File: config.mk
export PLATFORM = sky130hd
export DESIGN_NAME = tdc_tap_encoder
export DESIGN_NICKNAME = d
export VERILOG_FILES = /design/src/rtl/tdc_tap_encoder.sv
export SDC_FILE = /design/constraint.sdc
export NUM_CORES = 1
export LEC_CHECK = 0
export CAP_MARGIN = 20
export CORE_MARGIN = 3
export CORE_UTILIZATION = 47
export DETAILED_ROUTE_END_ITERATION = 6
export GPL_TIMING_DRIVEN = 0
export PLACE_DENSITY_LB_ADDON = 0.2
export SKIP_LAST_GASP = 1
export SLEW_MARGIN = 20
export SYNTH_ARGS = -nofsm -noshare
export SYNTH_HDL_FRONTEND = slang
export SYNTH_SLANG_ARGS = --single-unit
File: constraint.sdc
create_clock -name clk -period 3.3 [get_ports clk]
set_clock_uncertainty 0.15 [all_clocks]
set_input_delay 0.33 -clock clk [delete_from_list [all_inputs] [get_ports clk]]
set_output_delay 0.33 -clock clk [all_outputs]
set_load 0.05 [all_outputs]
File: src/rtl/tdc_tap_encoder.sv
// Capture stage behind a unit_buffer delay chain. It synchronizes the chain taps,
// converts each thermometer sample to a tap count, and averages 2^AVG_LOG2 samples.
module tdc_tap_encoder #(
  parameter int TAPS     = 16,
  parameter int AVG_LOG2 = 2,
  parameter int OUT_W    = $clog2(TAPS+1)
) (
  input  logic             clk,
  input  logic             rst,
  input  logic [TAPS-1:0]  taps,
  input  logic             start,
  output logic             busy,
  output logic             code_valid,
  input  logic             code_ready,
  output logic [OUT_W-1:0] code,
  output logic             overflow,
  output logic             bubble_err,
  output logic [1:0]       dbg_state
);

  localparam int ACC_W = OUT_W + AVG_LOG2;
  localparam int CNT_W = (AVG_LOG2 > 0) ? AVG_LOG2 : 1;
  localparam int N     = 1 << AVG_LOG2;

  typedef enum logic [1:0] {
    IDLE  = 2'd0,
    ACCUM = 2'd1,
    HOLD  = 2'd2
  } state_t;

  state_t            state, state_nxt;
  logic [TAPS-1:0]   s1, s2;
  logic [OUT_W-1:0]  cnt;
  logic              bub, ovf, found;
  logic [ACC_W-1:0]  acc, acc_sum;
  logic [CNT_W-1:0]  nsamp;
  logic              ovf_acc, bub_acc;
  logic              last_sample;

  // Tap count is the index of the lowest 0; any 1 above that 0 is a bubble.
  always_comb begin
    cnt   = OUT_W'(TAPS);
    found = 1'b0;
    bub   = 1'b0;
    for (int i = 0; i < TAPS; i++) begin
      if (!found) begin
        if (!s2[i]) begin
          cnt   = OUT_W'(i);
          found = 1'b1;
        end
      end else if (s2[i]) begin
        bub = 1'b1;
      end
    end
  end

  assign ovf         = &s2;
  assign acc_sum     = acc + ACC_W'(cnt);
  assign last_sample = (nsamp == CNT_W'(N-1));

  always_ff @(posedge clk) begin
    if (rst) state <= IDLE;
    else     state <= state_nxt;
  end

  // Handshake: the result transfers on any rising edge where code_valid and
  // code_ready are both high; code_valid never drops until that transfer.
  always_comb begin
    state_nxt = state;
    case (state)
      IDLE:    if (start)       state_nxt = ACCUM;
      ACCUM:   if (last_sample) state_nxt = HOLD;
      HOLD:    if (code_ready)  state_nxt = IDLE;
      default:                  state_nxt = IDLE;
    endcase
  end

  always_ff @(posedge clk) begin
    if (rst) begin
      s1         <= '0;
      s2         <= '0;
      acc        <= '0;
      nsamp      <= '0;
      ovf_acc    <= 1'b0;
      bub_acc    <= 1'b0;
      code       <= '0;
      overflow   <= 1'b0;
      bubble_err <= 1'b0;
    end else begin
      s1 <= taps;
      s2 <= s1;
      case (state)
        IDLE: begin
          acc     <= '0;
          nsamp   <= '0;
          ovf_acc <= 1'b0;
          bub_acc <= 1'b0;
          // Previous result stays visible until a new measurement begins.
          if (start) begin
            code       <= '0;
            overflow   <= 1'b0;
            bubble_err <= 1'b0;
          end
        end
        ACCUM: begin
          acc     <= acc_sum;
          nsamp   <= nsamp + CNT_W'(1);
          ovf_acc <= ovf_acc | ovf;
          bub_acc <= bub_acc | bub;
          if (last_sample) begin
            code       <= OUT_W'(acc_sum >> AVG_LOG2);
            overflow   <= ovf_acc | ovf;
            bubble_err <= bub_acc | bub;
          end
        end
        default: ;
      endcase
    end
  end

  assign busy       = (state != IDLE);
  assign code_valid = (state == HOLD);
  assign dbg_state  = state;

endmodule

Word level (Yosys, flattened, before mapping)
Index checks and enable logic that the tools add are counted.

cells by class
  $mul = 0
  equality and inequality tests = 6
  div/mod/pow operators = 0
  reductions and logical operators = 6
  add/sub/neg operators = 2
  muxes and demuxes = 106
  bitwise gates (word level) = 2
  magnitude comparators = 0
  shift-type cells = 0

operators by type and width
  cell                 number
  $mux 5               33
  $mux 1               62
  $reduce_and 16->1    1
  $pmux 7 s2           1
  $pmux 5 s2           1
  $pmux 1 s2           4
  $add 7x5->7          1
  $mux 2               3
  $pmux 2 s3           1
  $reduce_and 3->1     2
  $eq 2x2->1 const B   2
  $ne 2x2->1 const B   2
  $pmux 2 s2           1
  $reduce_bool 2->1    2
  $add 2x1->2 const B  1
  $eq 2x1->1 const B   1
  $logic_not 2->1      1
  $ne 2x1->1 const B   1
  $or 1x1->1           2

storage, ports and cells
  bits in registers = 52
  memories kept = 0
  bits in read-only memories = 0
  bits of input ports = 20
  latch bits = 0
  memory bits (writable) = 0
  output and inout bits = 11

Logic depth before layout (Yosys ltp)
Gate-level depths: netlist (run 1).

  depth in word-level cells = 34
  depth in mapped cells = 12
  mapped depth without buffers = 12

Least setup slack after synthesis (run 1)
OpenSTA, ideal clock, no wires.

  path type = flip-flop to flip-flop
  from = register s2[1]
  to = register acc[6]
  stages on the path, launching flop included = 13
  path slack = 0.404 ns
  arrival time = 2.676 ns
  setup time = 0.071 ns
  path through = dfxtp_1 nand4_1 nor4_1 and4_1 a2111oi_0 o31ai_1 ha_1 fa_1 a21o_1 a21o_1 a21oi_1 o311ai_0 a21oi_1

on the way
  word-level cells in the longest chain between the ends = 32
  elaborated cells on any way between the ends = 47
  classes of those cells = 1 x add/sub; 46 x mux

RTL lines
  item                      RTL line  RTL
  start: declaration        32        logic [TAPS-1:0] s1, s2;
  start signal: assignment  81        s2 <= '0;
  start signal: assignment  91        s2 <= s1;
  $mux 5                    47        if (!s2[i]) begin
  $mux 5                    46        if (!found) begin
  $mux 5                    47
  $mux 5                    46
  $mux 5                    47
  $mux 5                    46
  $mux 5                    47
  $mux 5                    46
  [... 16 more ...]         --
  $mux 5                    47
  $mux 5                    46
  $mux 5                    47
  $mux 5                    46
  $mux 5                    47
  $mux 5 *                  46
  $add 7x5->7 *             58        assign acc_sum = acc + ACC_W'(cnt);
  $pmux 7 s2 *              92        case (state)
  end signal: assignment    106       acc <= acc_sum;
  end: declaration          35        logic [ACC_W-1:0] acc, acc_sum;

Mark *: on every way between the ends. The rest lies on a longest branch, timed or not.
A chain may end at the register's enable or synchronous reset.

Worst setup path after layout (run 1)
  from = register s2[2]
  to = register acc[6]

on the way
  word-level cells in the longest chain between the ends = 30
  elaborated cells on any way between the ends = 44
  classes of those cells = 1 x add/sub; 43 x mux

RTL lines
  item               RTL line
  $mux 5             47
  $mux 5             46
  $mux 5             47
  $mux 5             46
  $mux 5             47
  $mux 5             46
  $mux 5             47
  $mux 5             46
  [... 14 more ...]  --
  $mux 5             47
  $mux 5             46
  $mux 5             47
  $mux 5             46
  $mux 5             47
  $mux 5 *           46
  $add 7x5->7 *      58
  $pmux 7 s2 *       92

Marks and branches as above.

==> metrics.md, run 1 <==
| Metric | Value |
|---|---|
| Crit start category | `flip-flop` |
| Fraction of registers with async set/reset | `0%` |
| Ranking of synthesized cells by area | `dfxtp_1, nor2b_1, ha_1` |
| Post-synth EDFFs | `0` |
| WS Path Type | `reg2reg` |
| Hold path startpoint | `rst` |
| RR Endpoint | `acc[6]` |
| Register bit total from synthesis | `52` |
| Worst relative slew slack | `66.0%` |
| Top Ports | `31` |
| Crit Path Max Fanout | `7` |
| Chip Width | `73.4 µm` |
| Worst setup margin | `0.225 ns` |
| CP most frequent cell | `a21o_1` |
| Cell with the most instances after synthesis | `dfxtp_1` |
| Grt ovf | `0` |
| FF-to-FF Start | `s2[2]` |
| CP max stage cell | `fa_1` |
| Final Util | `63.7%` |
| Antenna violations before repair | `0` |
| Worst Path Required | `3.38 ns` |
| Synth-to-layout area growth | `24.6%` |
| R2R depth | `13` |
| Die area | `5380 µm²` |
| CP delay by family, top | `compound AO/OA/AOI/OAI gates` |
| Buf/Inv on CP | `1` |
| # rows | `23` |
| Synth cell types | `45` |
| Worst setup EP type | `flip-flop` |
| Final Power | `0.00119 W` |
| Post-Syn Instances | `226` |
| Clk_lat worst skew | `0.30 ns` |
| Number of global-route vias before repair | `1593` |
| LEAKAGE | `1.00 nW` |
| Setup violators final | `0` |
| Root buffer cell | `clkbuf_8` |
| DP Worst Slack | `-0.0380 ns` |
| Max-cap viol count | `0` |
| Ratio of cells with drive above 1 in the final layout | `9.36%` |
| DRC | `0` |
| Max incr delay on CP | `0.41 ns` |
| Status | `complete, no violations` |
| Die Ht | `73.4 µm` |
| Final Critical Period | `3.07 ns` |
| Max H-tree Level | `2` |
| Slew Limit Fails | `0` |
| Hold worst-path end | `s1[15]` |
| Initial DRC Count | `78` |
| Antenna Nets Post-Route | `0` |
| Clk pin slew, worst setup/hold paths | `0.09 ns` |
| Initial Util | `51.1%` |
| Final hold vios | `0` |
| Yosys warns | `0` |
| First-pass GRT wire length | `7040 µm` |
| Pwr dens | `446 nW/µm²` |
| Detailed-route wire length | `4040 µm` |
| Worst-margin pin slew | `0.509 ns` |
| Largest area contributor in the netlist | `dfxtp_1` |
| Cts bufs inserted | `5` |
| Highest clock rate | `325 MHz` |
| Min-delay worst type | `in2reg` |
| CTS max path bufs | `2` |
| GR Util All Layers | `16.6%` |
| Fillers | `344` |
| Routed WL per cell | `12.7 µm` |
| Hold_buf cts | `0` |
| Vias/cell | `5.32` |
| CTS tree | `done` |
| CTS sink count | `52` |
| Final RePlAce weighted congestion | `0.803` |
| Largest net degree at the start of global routing | `17` |
| Post-Syn Nets | `253` |
| Final Hold Slack | `0.243 ns` |
| Commonest cells post-synth | `dfxtp_1, nor2b_1, nand2_1` |
| Final net count | `293` |
| Data arrival, critical path | `3.16 ns` |
| Antenna cells | `0` |
| Hold depth | `2` |
| Dpl hpwl | `2910 µm` |
| Mapped cell area | `2130 µm²` |
| Final cell count without fillers | `317` |
| TritonRoute pass-1 iters | `4` |
| I/O Buffers | `29` |
| Post-synthesis sequential area ratio | `48.8%` |
| Core area | `4170 µm²` |
| R2R Setup Slk | `0.23 ns` |
| Worst-path cell chain | `nand4_1 > buf_4 > nor4_4 > and4_1 > a2111oi_2 > o31ai_1 > ha_1 > fa_1 > a21o_1 > a21o_1 > a21oi_2 > o311ai_0 > a21oi_1` |
| Top FF cell, synth | `dfxtp_1` |
| Synth top area share | `48.8%` |
| Worst vdd ir | `0.327 mV` |
| Mean area per synthesized cell | `9.43 µm²` |
| Period utilization | `93.2%` |
| Placed Cells | `305` |
| Vias | `1687` |
## routing by layer
| metal | vias up | GRT usage [%] | wire length [µm] |
|---|---|---|---|
| met5 | - | 0 | 0 |
| met4 | 0 | 4.83 | 88 |
| met3 | 10 | 4.92 | 207 |
| met2 | 42 | 25.0 | 1770 |
| met1 | 765 | 23.0 | 1970 |
| li1 | 870 | - | - |
## through the flow
stage               cell area (µm²)  TNS (ns)
floorplan                      2130         0
global placement               2480         0
detailed placement             2480   -0.0380
CTS                            2610         0
global route                   2660  -0.00540
finish                         2660         0
## logic make-up (layout without fill, tap and decap cells)
family,after synthesis,after routing,share of synthesized area [%]
adders and majority gates,7,7,4.46
buffers and inverters,13,54,2.29
xor gates and xnor gates,4,4,1.64
muxes,1,1,0.470
AOI/OAI and AO/OA,46,46,15.7
and+or+nand+nor,103,103,26.6
DFF,52,52,48.8
## final cells by class
| class | instances | area (µm²) | share of cell area [%] |
|---|---|---|---|
| Timing Repair Buffer | 33 | 320 | 12.1 |
| Tap cell | 50 | 62.6 | 2.35 |
| Multi-Input combinational cell | 161 | 1070 | 40.3 |
| Buffer | 8 | 30.0 | 1.13 |
| Clock buffer | 5 | 68.8 | 2.59 |
| Clock inverter | 3 | 42.5 | 1.60 |
| Inverter | 5 | 18.8 | 0.706 |
| Sequential cell | 52 | 1040 | 39.2 |
## report_power, final
part	internal [W]	switching (W)	total, W	leakage [nW]
clock	0.000224	0.000202	0.000426	0.0541
combinational	0.0000508	0.0000453	0.0000961	0.520
sequential	0.000648	0.0000158	0.000664	0.427
total	0.000923	0.000263	0.00119	1.00
## repair_timing
action / 4_1_cts / 5_1_grt
endpoints found under the setup margin: 2 / 3
gates resized for setup: 1 / 6
pin swaps: 1 / 4
setup buffers: 1 / 3
gates cloned: 0 / 0
## cell usage in the layout, fill, tap and decap left out, drive strengths merged, types with 4 or more instances in the layout
cell           count
or2                4
dfxtp             52
nand2             16
buf                4
a21o               4
nand3              8
o21ai              5
a22oi              6
nand2b             4
nand4              4
nor2              16
clkdlybuf4s50     29
ha                 6
inv                5
clkbuf            13
nor2b             35
a21oi             13
nor3               5
nor4               4
## sequential cells by signal, summed over array words and instances (netlist names), 2 cells and up
signal	cells
s1	16
s2	16
acc	7
code	5
dbg_state	2
nsamp	2
## worst max-delay path by stage
stage | from | to | slack, ns | depth (start not counted)
floorplan | s2[1] | acc[6] | 0.40 | 12
detailed placement | s2[1] | acc[6] | -0.04 | 12
global placement | s2[1] | acc[6] | 0.02 | 12
CTS | s2[11] | acc[6] | 0.07 | 12
global route | s2[2] | acc[6] | -0.005 | 13
finish | s2[2] | acc[6] | 0.23 | 13
Note: power is estimated with default switching activity, not from simulation.
==> inputs of run 2 (changes only) <==
- CTS_CLUSTER_DIAMETER: unset -> 40
==> results of run 2 <==
Same layout as run 1: the final DEF is identical, and so are final timing and power.
==> inputs of run 3 (changes only) <==
- CAP_MARGIN: 20 -> unset
- SKIP_LAST_GASP: 1 -> unset
==> results of run 3 <==
Same layout as run 1: the final DEF is identical, and so are final timing and power.
